===== config.mk =====
export PLATFORM = sky130hd
export DESIGN_NAME = pe_array_stim_gen
export DESIGN_NICKNAME = d
export VERILOG_FILES = /design/src/rtl/pe_array_stim_gen.sv
export SDC_FILE = /design/constraint.sdc
export NUM_CORES = 1
export LEC_CHECK = 0
export CORE_MARGIN = 2
export CORE_UTILIZATION = 35
export DETAILED_ROUTE_END_ITERATION = 12
export MAX_ROUTING_LAYER = met4
export PLACE_DENSITY = 0.61
export SLEW_MARGIN = 10
export SYNTH_ARGS = -nofsm -noshare
export SYNTH_HDL_FRONTEND = slang
export SYNTH_SLANG_ARGS = --single-unit

===== constraint.sdc =====
create_clock -name clock -period 3.7 [get_ports clock]
set_clock_uncertainty 0.1 [all_clocks]
set_input_delay 0.555 -clock clock [delete_from_list [all_inputs] [get_ports clock]]
set_output_delay 0.555 -clock clock [all_outputs]
set_load 0.005 [all_outputs]

===== src/rtl/pe_array_stim_gen.sv =====
// rtl/pe_array_stim_gen.sv - burst/gap stimulus generator feeding a PE array over a valid/ready link
// Three data patterns (increment, Galois LFSR, walking one); data advances only on accepted transfers.
module pe_array_stim_gen #(
    parameter int          DATA_WIDTH = 32,
    parameter int          NUM_LANES  = 4,
    parameter int          CNT_WIDTH  = 16,
    parameter logic [31:0] SEED       = 32'h0000_0001
) (
    input  logic                            clock,
    input  logic                            resetn,
    input  logic                            start,
    input  logic                            abort,
    input  logic [1:0]                      mode,
    input  logic [CNT_WIDTH-1:0]            burst_len,
    input  logic [7:0]                      gap_len,
    input  logic [CNT_WIDTH-1:0]            num_bursts,
    output logic                            ivalid,
    input  logic                            iready,
    output logic [NUM_LANES*DATA_WIDTH-1:0] idata,
    output logic                            busy,
    output logic                            done,
    output logic [CNT_WIDTH-1:0]            xfer_count
);

    localparam logic [31:0]           LFSR_TAPS = 32'h8020_0003;
    localparam int                    WALK_W    = (DATA_WIDTH > 1) ? $clog2(DATA_WIDTH) : 1;
    localparam logic [DATA_WIDTH-1:0] LANE_ONE  = DATA_WIDTH'(1);

    typedef enum logic [1:0] {S_IDLE, S_BURST, S_GAP, S_DONE} state_t;

    state_t                          r_state;
    state_t                          w_next;
    logic [1:0]                      r_mode;
    logic [CNT_WIDTH-1:0]            r_burst_len;
    logic [7:0]                      r_gap_len;
    logic [CNT_WIDTH-1:0]            r_num_bursts;
    logic [CNT_WIDTH-1:0]            r_beat_cnt;
    logic [CNT_WIDTH-1:0]            r_burst_cnt;
    logic [7:0]                      r_gap_cnt;
    logic [CNT_WIDTH-1:0]            r_xfer_count;
    logic [DATA_WIDTH-1:0]           r_base;
    logic [WALK_W-1:0]               r_walk;
    logic [31:0]                     r_lfsr;

    logic                            w_launch;
    logic                            w_xfer;
    logic                            w_burst_end;
    logic                            w_last_burst;
    logic                            w_gap_end;
    logic [31:0]                     w_lfsr_next;
    logic [NUM_LANES*DATA_WIDTH-1:0] w_pattern;

    assign w_launch     = (r_state == S_IDLE) && start && !abort;
    assign w_xfer       = (r_state == S_BURST) && iready;
    assign w_burst_end  = w_xfer && (r_beat_cnt == r_burst_len - CNT_WIDTH'(1));
    assign w_last_burst = (r_burst_cnt == r_num_bursts - CNT_WIDTH'(1));
    assign w_gap_end    = (r_state == S_GAP) && (r_gap_cnt == r_gap_len - 8'd1);
    assign w_lfsr_next  = r_lfsr[0] ? ((r_lfsr >> 1) ^ LFSR_TAPS) : (r_lfsr >> 1);

    always_ff @(posedge clock or negedge resetn) begin
        if (!resetn) begin
            r_state <= S_IDLE;
        end else begin
            r_state <= w_next;
        end
    end

    always_comb begin
        w_next = r_state;
        case (r_state)
            S_IDLE: begin
                if (w_launch) begin
                    w_next = (num_bursts == '0) ? S_DONE : S_BURST;
                end
            end
            S_BURST: begin
                if (abort) begin
                    w_next = S_IDLE;
                end else if (w_burst_end) begin
                    if (w_last_burst) begin
                        w_next = S_DONE;
                    end else if (r_gap_len != 8'd0) begin
                        w_next = S_GAP;
                    end
                end
            end
            S_GAP: begin
                if (abort) begin
                    w_next = S_IDLE;
                end else if (w_gap_end) begin
                    w_next = S_BURST;
                end
            end
            default: w_next = S_IDLE;
        endcase
    end

    always_ff @(posedge clock or negedge resetn) begin
        if (!resetn) begin
            r_mode       <= 2'd0;
            r_burst_len  <= '0;
            r_gap_len    <= 8'd0;
            r_num_bursts <= '0;
            r_beat_cnt   <= '0;
            r_burst_cnt  <= '0;
            r_gap_cnt    <= 8'd0;
            r_xfer_count <= '0;
            r_base       <= '0;
            r_walk       <= '0;
            r_lfsr       <= SEED;
        end else if (w_launch) begin
            r_mode       <= (mode == 2'd3) ? 2'd0 : mode;
            r_burst_len  <= (burst_len == '0) ? CNT_WIDTH'(1) : burst_len;
            r_gap_len    <= gap_len;
            r_num_bursts <= num_bursts;
            r_beat_cnt   <= '0;
            r_burst_cnt  <= '0;
            r_gap_cnt    <= 8'd0;
            r_xfer_count <= '0;
            r_base       <= '0;
            r_walk       <= '0;
            r_lfsr       <= SEED;
        end else begin
            // A handshake that coincides with abort still counts: the sink took the word.
            if (w_xfer) begin
                r_xfer_count <= r_xfer_count + CNT_WIDTH'(1);
                r_base       <= r_base + DATA_WIDTH'(NUM_LANES);
                r_walk       <= (r_walk == WALK_W'(DATA_WIDTH - 1)) ? '0 : r_walk + WALK_W'(1);
                r_lfsr       <= w_lfsr_next;
                if (w_burst_end) begin
                    r_beat_cnt  <= '0;
                    r_burst_cnt <= r_burst_cnt + CNT_WIDTH'(1);
                end else begin
                    r_beat_cnt  <= r_beat_cnt + CNT_WIDTH'(1);
                end
            end
            if (r_state == S_GAP) begin
                r_gap_cnt <= w_gap_end ? 8'd0 : r_gap_cnt + 8'd1;
            end
        end
    end

    always_comb begin
        w_pattern = '0;
        for (int k = 0; k < NUM_LANES; k++) begin
            case (r_mode)
                2'd1:    w_pattern[k*DATA_WIDTH +: DATA_WIDTH] = DATA_WIDTH'(r_lfsr) ^ DATA_WIDTH'(k);
                2'd2:    w_pattern[k*DATA_WIDTH +: DATA_WIDTH] = LANE_ONE << ((int'(r_walk) + k) % DATA_WIDTH);
                default: w_pattern[k*DATA_WIDTH +: DATA_WIDTH] = r_base + DATA_WIDTH'(k);
            endcase
        end
    end

    // Outputs decode straight from state so reset clears them without a clock.
    assign ivalid     = (r_state == S_BURST);
    assign idata      = ivalid ? w_pattern : '0;
    assign busy       = (r_state == S_BURST) || (r_state == S_GAP);
    assign done       = (r_state == S_DONE);
    assign xfer_count = r_xfer_count;

endmodule

==> metrics <==
status completed; DP HPWL 28.8 mm; fillcell total ~3.2k; Final Cycle Share 0.977; Top delay family on crit path compound AO/OA/AOI/OAI gates; Pwr Density 745 nW/um^2; syn_area_per_cell approximately 7.6 sq um; nets@finish around 1.7k; Netlist cell types 70; CTS Sinks 167; most common cell in the netlist nand2_1; antenna violations before repair 0; Synth async-reset ratio 1.00; Reg area roughly 4200 sq um; I/O pin count 194; worst-path fanout max 25; CP required 3040 ps; EDFF count, synth 0; Peak VDD IR 0.375 mV; placed insts 2030; vias in the first global route 10.9k; CTS root buf clkbuf_16; Post-Layout Cell Count slightly above 2k; drt initial violations 773; post-layout min period 3620 ps; Syn. warnings 0; syn nets 1543; full die area 33500 sq um; Synth area leader dfrtp_1; worst skew pair latency 430 ps; row count 65; share of cells above drive strength 1 0.0734; Crit. End Element output port; GPL Wtd Cong 0.994; htree depth 4; crit path max-delay cell type o21ai_0; LEAKAGE between 0.005 and 0.006 uW; total power 10700 uW; Worst-path clk slew 70 ps; Die Span Y 183 microns; final setup vio count 0; n_diodes 0; total routed wirelength 37.6 mm; TritonCTS Buffers 17; vias per cell 5.49; final antenna-violating net count 0; sequential fraction of the synthesis area 0.372; Final Slew Violations 0; Tightest Pin Transition 822 ps; grt ovf 0; Die Wd 183 microns; Main synth FF type dfrtp_1; via count approximately 11k; Avg WL per Cell 18.2 microns; max cap viols 0; CTS tree done; min-delay worst type input pin to asynchronous set/reset pin; area of the multi-input gates 6650 sq um; DR DRC count 0; Core Footprint 31600 sq um; Final WS setup between 80 and 90 ps; PortBufs around 190; starting density of the core 0.356; FMAX 277 MHz; worst-path cell chain inv_1 -> ha_1 -> clkinvlp_4 -> o21ai_0 -> a21oi_1 -> clkdlybuf4s50_1; Max-slew headroom 0.446; Area Overhead vs Synth 27.8%; Synth Cell Area 11200 sq um; startpoint type of the worst setup path register; total global routing track utilization 0.233; Detailed Routing Iterations Pass 1 5; Post-synth top cells nand2_1 (330), a21oi_1 (231), dfrtp_1 (166); critical path class register to output port; pre-CTS WS -24.8 ps; first-pass GRT wire length 60.6 mm; Max stage delay on crit path slightly below 800 ps; critical path data arrival time 2960 ps; Final Hold Violating Endpoints 0; post-synth top area share 0.370; Mapped Cells 1470; top post-synthesis cells by area dfrtp_1 (37%), nand2_1 (11%), a21oi_1 (10%); largest net degree at the start of global routing 79; WP buf/inv 3; synthesis-stage register bit count 167; RSZ-0062 raised after global routing true; Clock Tree Buf Depth 2
## cell usage in the layout (no fill, tap or decap), types with 34 or more instances in the layout
cell type / instances
dfrtp_1: 162
nor2_1: 92
xor2_1: 43
buf_4: 41
nand3_1: 78
o21ai_0: 56
nand2_1: 329
xnor2_1: 60
inv_1: 34
a21oi_1: 229
clkdlybuf4s50_1: 192
## cell families after synthesis
| kind of cell | Yosys count | share of synthesized area |
|---|---|---|
| AOI/OAI and AO/OA | 358 | 0.176 |
| buffers and inverters | 113 | 0.0422 |
| and+or+nand+nor | 694 | 0.291 |
| DFF | 167 | 0.372 |
| adders and majority gates | 26 | 0.0290 |
| muxes | 8 | 0.00858 |
| xor gates and xnor gates | 104 | 0.0811 |
## layer usage
| layer | global-route usage | routed length, microns | vias to the layer above |
|---|---|---|---|
| li1 | - | - | 5461 |
| met1 | 0.306 | 16900 | 5450 |
| met2 | 0.377 | 17800 | 375 |
| met3 | 0.0379 | 2260 | 50 |
| met4 | 0.0589 | 699 | 0 |
| met5 | - | 0 | - |
## where the power goes
group / leakage [uW] / internal [uW] / switching, uW
clock: 0.000271 / 910 / 830
sequential: 0.00223 / 2200 / 546
combinational: 0.00321 / 2700 / 3500
## area by class of cell
cell class	instances	area share
clock buffer	18	0.0306
tap	402	0.0351
inverter	35	0.00942
multi-input combinational	1190	0.463
sequential	167	0.292
clock inverter	14	0.00942
timing repair buffer	237	0.160
## repair_timing
item,CTS,global route
endpoints found under the setup margin,27,105
pin swaps,1,1
buffers inserted,1,0
gates resized for setup,7,29
endpoints found under the hold margin,0,0
hold buffers,0,0
## through the flow
step / setup TNS (ps) / utilization / instance area (sq um) / hold WS [ps]
after floorplan: 0 / - / 11200 / 159
after global placement: 0 / 0.434 / 13700 / 409
after detailed placement: -46.9 / 0.434 / 13700 / 414
after CTS: 0 / 0.453 / 14300 / 67.6
after global routing: -437 / 0.455 / 14300 / 80.1
final: 0 / 0.455 / 14300 / 38.3
## worst reg2reg max path, delay by kind of cell (launching register included)
family / cells / cell delay [ps]
adders and majority gates: 1 / 220
muxes: 1 / 360
DFF: 1 / 410
AOI/OAI and AO/OA: 3 / 620
and+or+nand+nor: 4 / 1350
buffers and inverters: 2 / 330
## final timing paths
check                                   endpoint              from  slack, ps  cells past startpoint
worst max-delay path                  idata[106]         r_mode[0]         80                      6
worst min-delay path                r_gap_len[3]            resetn         40                      1
worst max register to register    r_burst_cnt[9]    r_burst_len[0]        240                     11
worst min register to register  r_num_bursts[15]  r_num_bursts[15]        420                      2
max in group asynchronous              r_lfsr[0]            resetn       2600                      2
min in group clock              r_num_bursts[15]  r_num_bursts[15]        420                      2
## state kept, by name (all words and copies together), names as in the netlist
register	count
r_base	30
r_mode	2
r_walk	5
r_beat_cnt	16
r_lfsr	32
r_gap_cnt	8
r_burst_len	16
r_gap_len	8
r_num_bursts	16
r_burst_cnt	16
xfer_count	16
r_state	2
Power figures use the tool's default switching activity.
==> patch: new RTL, config.mk and constraints unchanged <==
Reset style: synchronous (`resetn`), changed in 2 clocked blocks.
--- a/src/rtl/pe_array_stim_gen.sv
+++ b/src/rtl/pe_array_stim_gen.sv
@@ -57,7 +57,7 @@
     assign w_gap_end    = (r_state == S_GAP) && (r_gap_cnt == r_gap_len - 8'd1);
     assign w_lfsr_next  = r_lfsr[0] ? ((r_lfsr >> 1) ^ LFSR_TAPS) : (r_lfsr >> 1);
 
-    always_ff @(posedge clock or negedge resetn) begin
+    always_ff @(posedge clock) begin
         if (!resetn) begin
             r_state <= S_IDLE;
         end else begin
@@ -95,7 +95,7 @@
         endcase
     end
 
-    always_ff @(posedge clock or negedge resetn) begin
+    always_ff @(posedge clock) begin
         if (!resetn) begin
             r_mode       <= 2'd0;
             r_burst_len  <= '0;
Function: differs if resetn is asserted again (counterexample within 4 cycles, from zero or initial values and one cycle with resetn low); with resetn held inactive, the same outputs for 4 cycles.
==> patch against the unedited design <==
  * Area after synthesis is 10% lower
  * Count of clock-buffer cells in the layout is 3 higher
  * Critical path depth is 1 higher
  * Routed wire length is 6.8% lower
  * Final area is 8.3% lower
  * Sequential cell count stayed put
  * Register-to-register slack better by 40 ps
  * Sequential share of layout area is 3.7 points lower
  * Maximum frequency is 1.2% higher
  * Setup slack better by 41 ps
Power is not compared: it rests on default switching activity, and its combinational part moved more than twofold at a synthesized area within 25%.
==> patch: results (changes against the unedited design) <==
- CTS resizes: 1 (-6)
- Number of global-route vias before repair: 10,000 (-8.2%)
- Peak supply drop: 0.000302 V
- Largest net degree at the start of global routing: 42 (-47%)
- Post-CTS Setup Repair Bufs: 0 (-1)
- First-pass GRT wire length: 55.7 mm (-8.0%)
- Vias per cell: 5.42 (-1.3%)
- Yosys cell types: 49 (-30%)
- Post-placement worst setup slack: 233 ps (+258 ps)
- DP Area: 12,500 um2 (-8.5%)
- Reg2Reg Launch Point: r_burst_len[0]
- Critical R2R Capture: r_burst_cnt[15]
- Gpl congestion: 0.941 (-5.3%)
- Fraction of layout cells with a size suffix above 1: 0.0594 (-0.0140)
- Post-synth ARST share: 0 (-1.00)
- CP max FO: 8 (-68%)
- Syn Nets: 1,478 (-4.2%)
- Routed wire per std cell: 17.7 um (-3.1%)
- Status: completed
- Nets: 1,661 (-3.5%)
- Min-Delay Path Class: reg -> reg
- Worst R2R Path Depth: 10 (-1)
- Sequential area share after synthesis: 0.332 (-0.0398)
- Fin Hold WS: 368 ps (+330 ps)
- Synth area leaders: dfxtp_1 (33%), a21oi_1 (12%), nand2_1 (10%)
- GRT Util Overall: 0.236 (+0.00329)
- Placed insts: 1,952 (-3.8%)
- Relative slew slack: 0.366 (-0.0800)
- Post-synthesis cell count: 1,405 (-4.4%)
- Initial detailed-routing violation count: 947 (+23%)
- Reg2reg setup slack: 280 ps (+40 ps)
- Final wirelength: 35.1 mm (-6.8%)
## patch: cell types whose count changed in the layout (fill, tap and decap cells not counted), sizes merged, moves of 10 or more
cell	delta
dfxtp	+167
dfrtp	-166
nand2	-60
xor2	+33
nor2	+25
o21ai	-24
inv	-13
a22o	+11
nand4	+11
or3	-10
## patch: final cells by class
class	instances	area, um2
Clock buffer	21	470
Clock inverter	9	125
Fill cell	2897	15300
Inverter	29	109
Multi-Input combinational cell	1138	6380
Sequential cell	167	3350
Tap cell	384	480
Timing Repair Buffer	235	2250
## patch: kinds of logic after synthesis
family	share of synthesized area
compound gates	0.178
flops	0.332
simple gates	0.295
fa+ha+maj	0.0324
xor+xnor	0.112
mux	0.0119
buf+inv	0.0376
## patch: critical path, stage by stage (launching register included)
cell and delay (ps):
dfxtp_2 370, ha_1 230, buf_4 190, ha_1 380, and3_1 420, nand3_1 140
a21oi_1 220, clkdlybuf4s50_1 550
## patch: power by group
part	internal [W]	switching [W]
combinational	0.000581	0.000803
sequential	0.00187	0.000101
clock	0.00110	0.000693
total	0.00355	0.00160
## patch: layer usage
metal  routed length, um  share of wire  vias to the layer above  GRT usage
li1                    -              -                     5245          -
met1               16400           0.47                     4981      0.313
met2               15300           0.44                      457      0.365
met3                2320          0.066                       71     0.0414
met4                1010          0.029                        0     0.0794
met5                   0              0                        -          -
## patch: worst max-delay path by stage
stage / slack, ps / to / from / cells past startpoint
2_1_floorplan: 540 / r_burst_cnt[15] / r_burst_len[0] / 11
6_report: 130 / idata[48] / r_walk[0] / 7
4_1_cts: 7 / idata[67] / r_walk[2] / 7
3_5_place_dp: 230 / r_beat_cnt[5] / r_burst_len[0] / 10
5_1_grt: -40 / idata[103] / r_mode[0] / 6
3_3_place_gp: 360 / r_beat_cnt[13] / r_burst_len[0] / 10
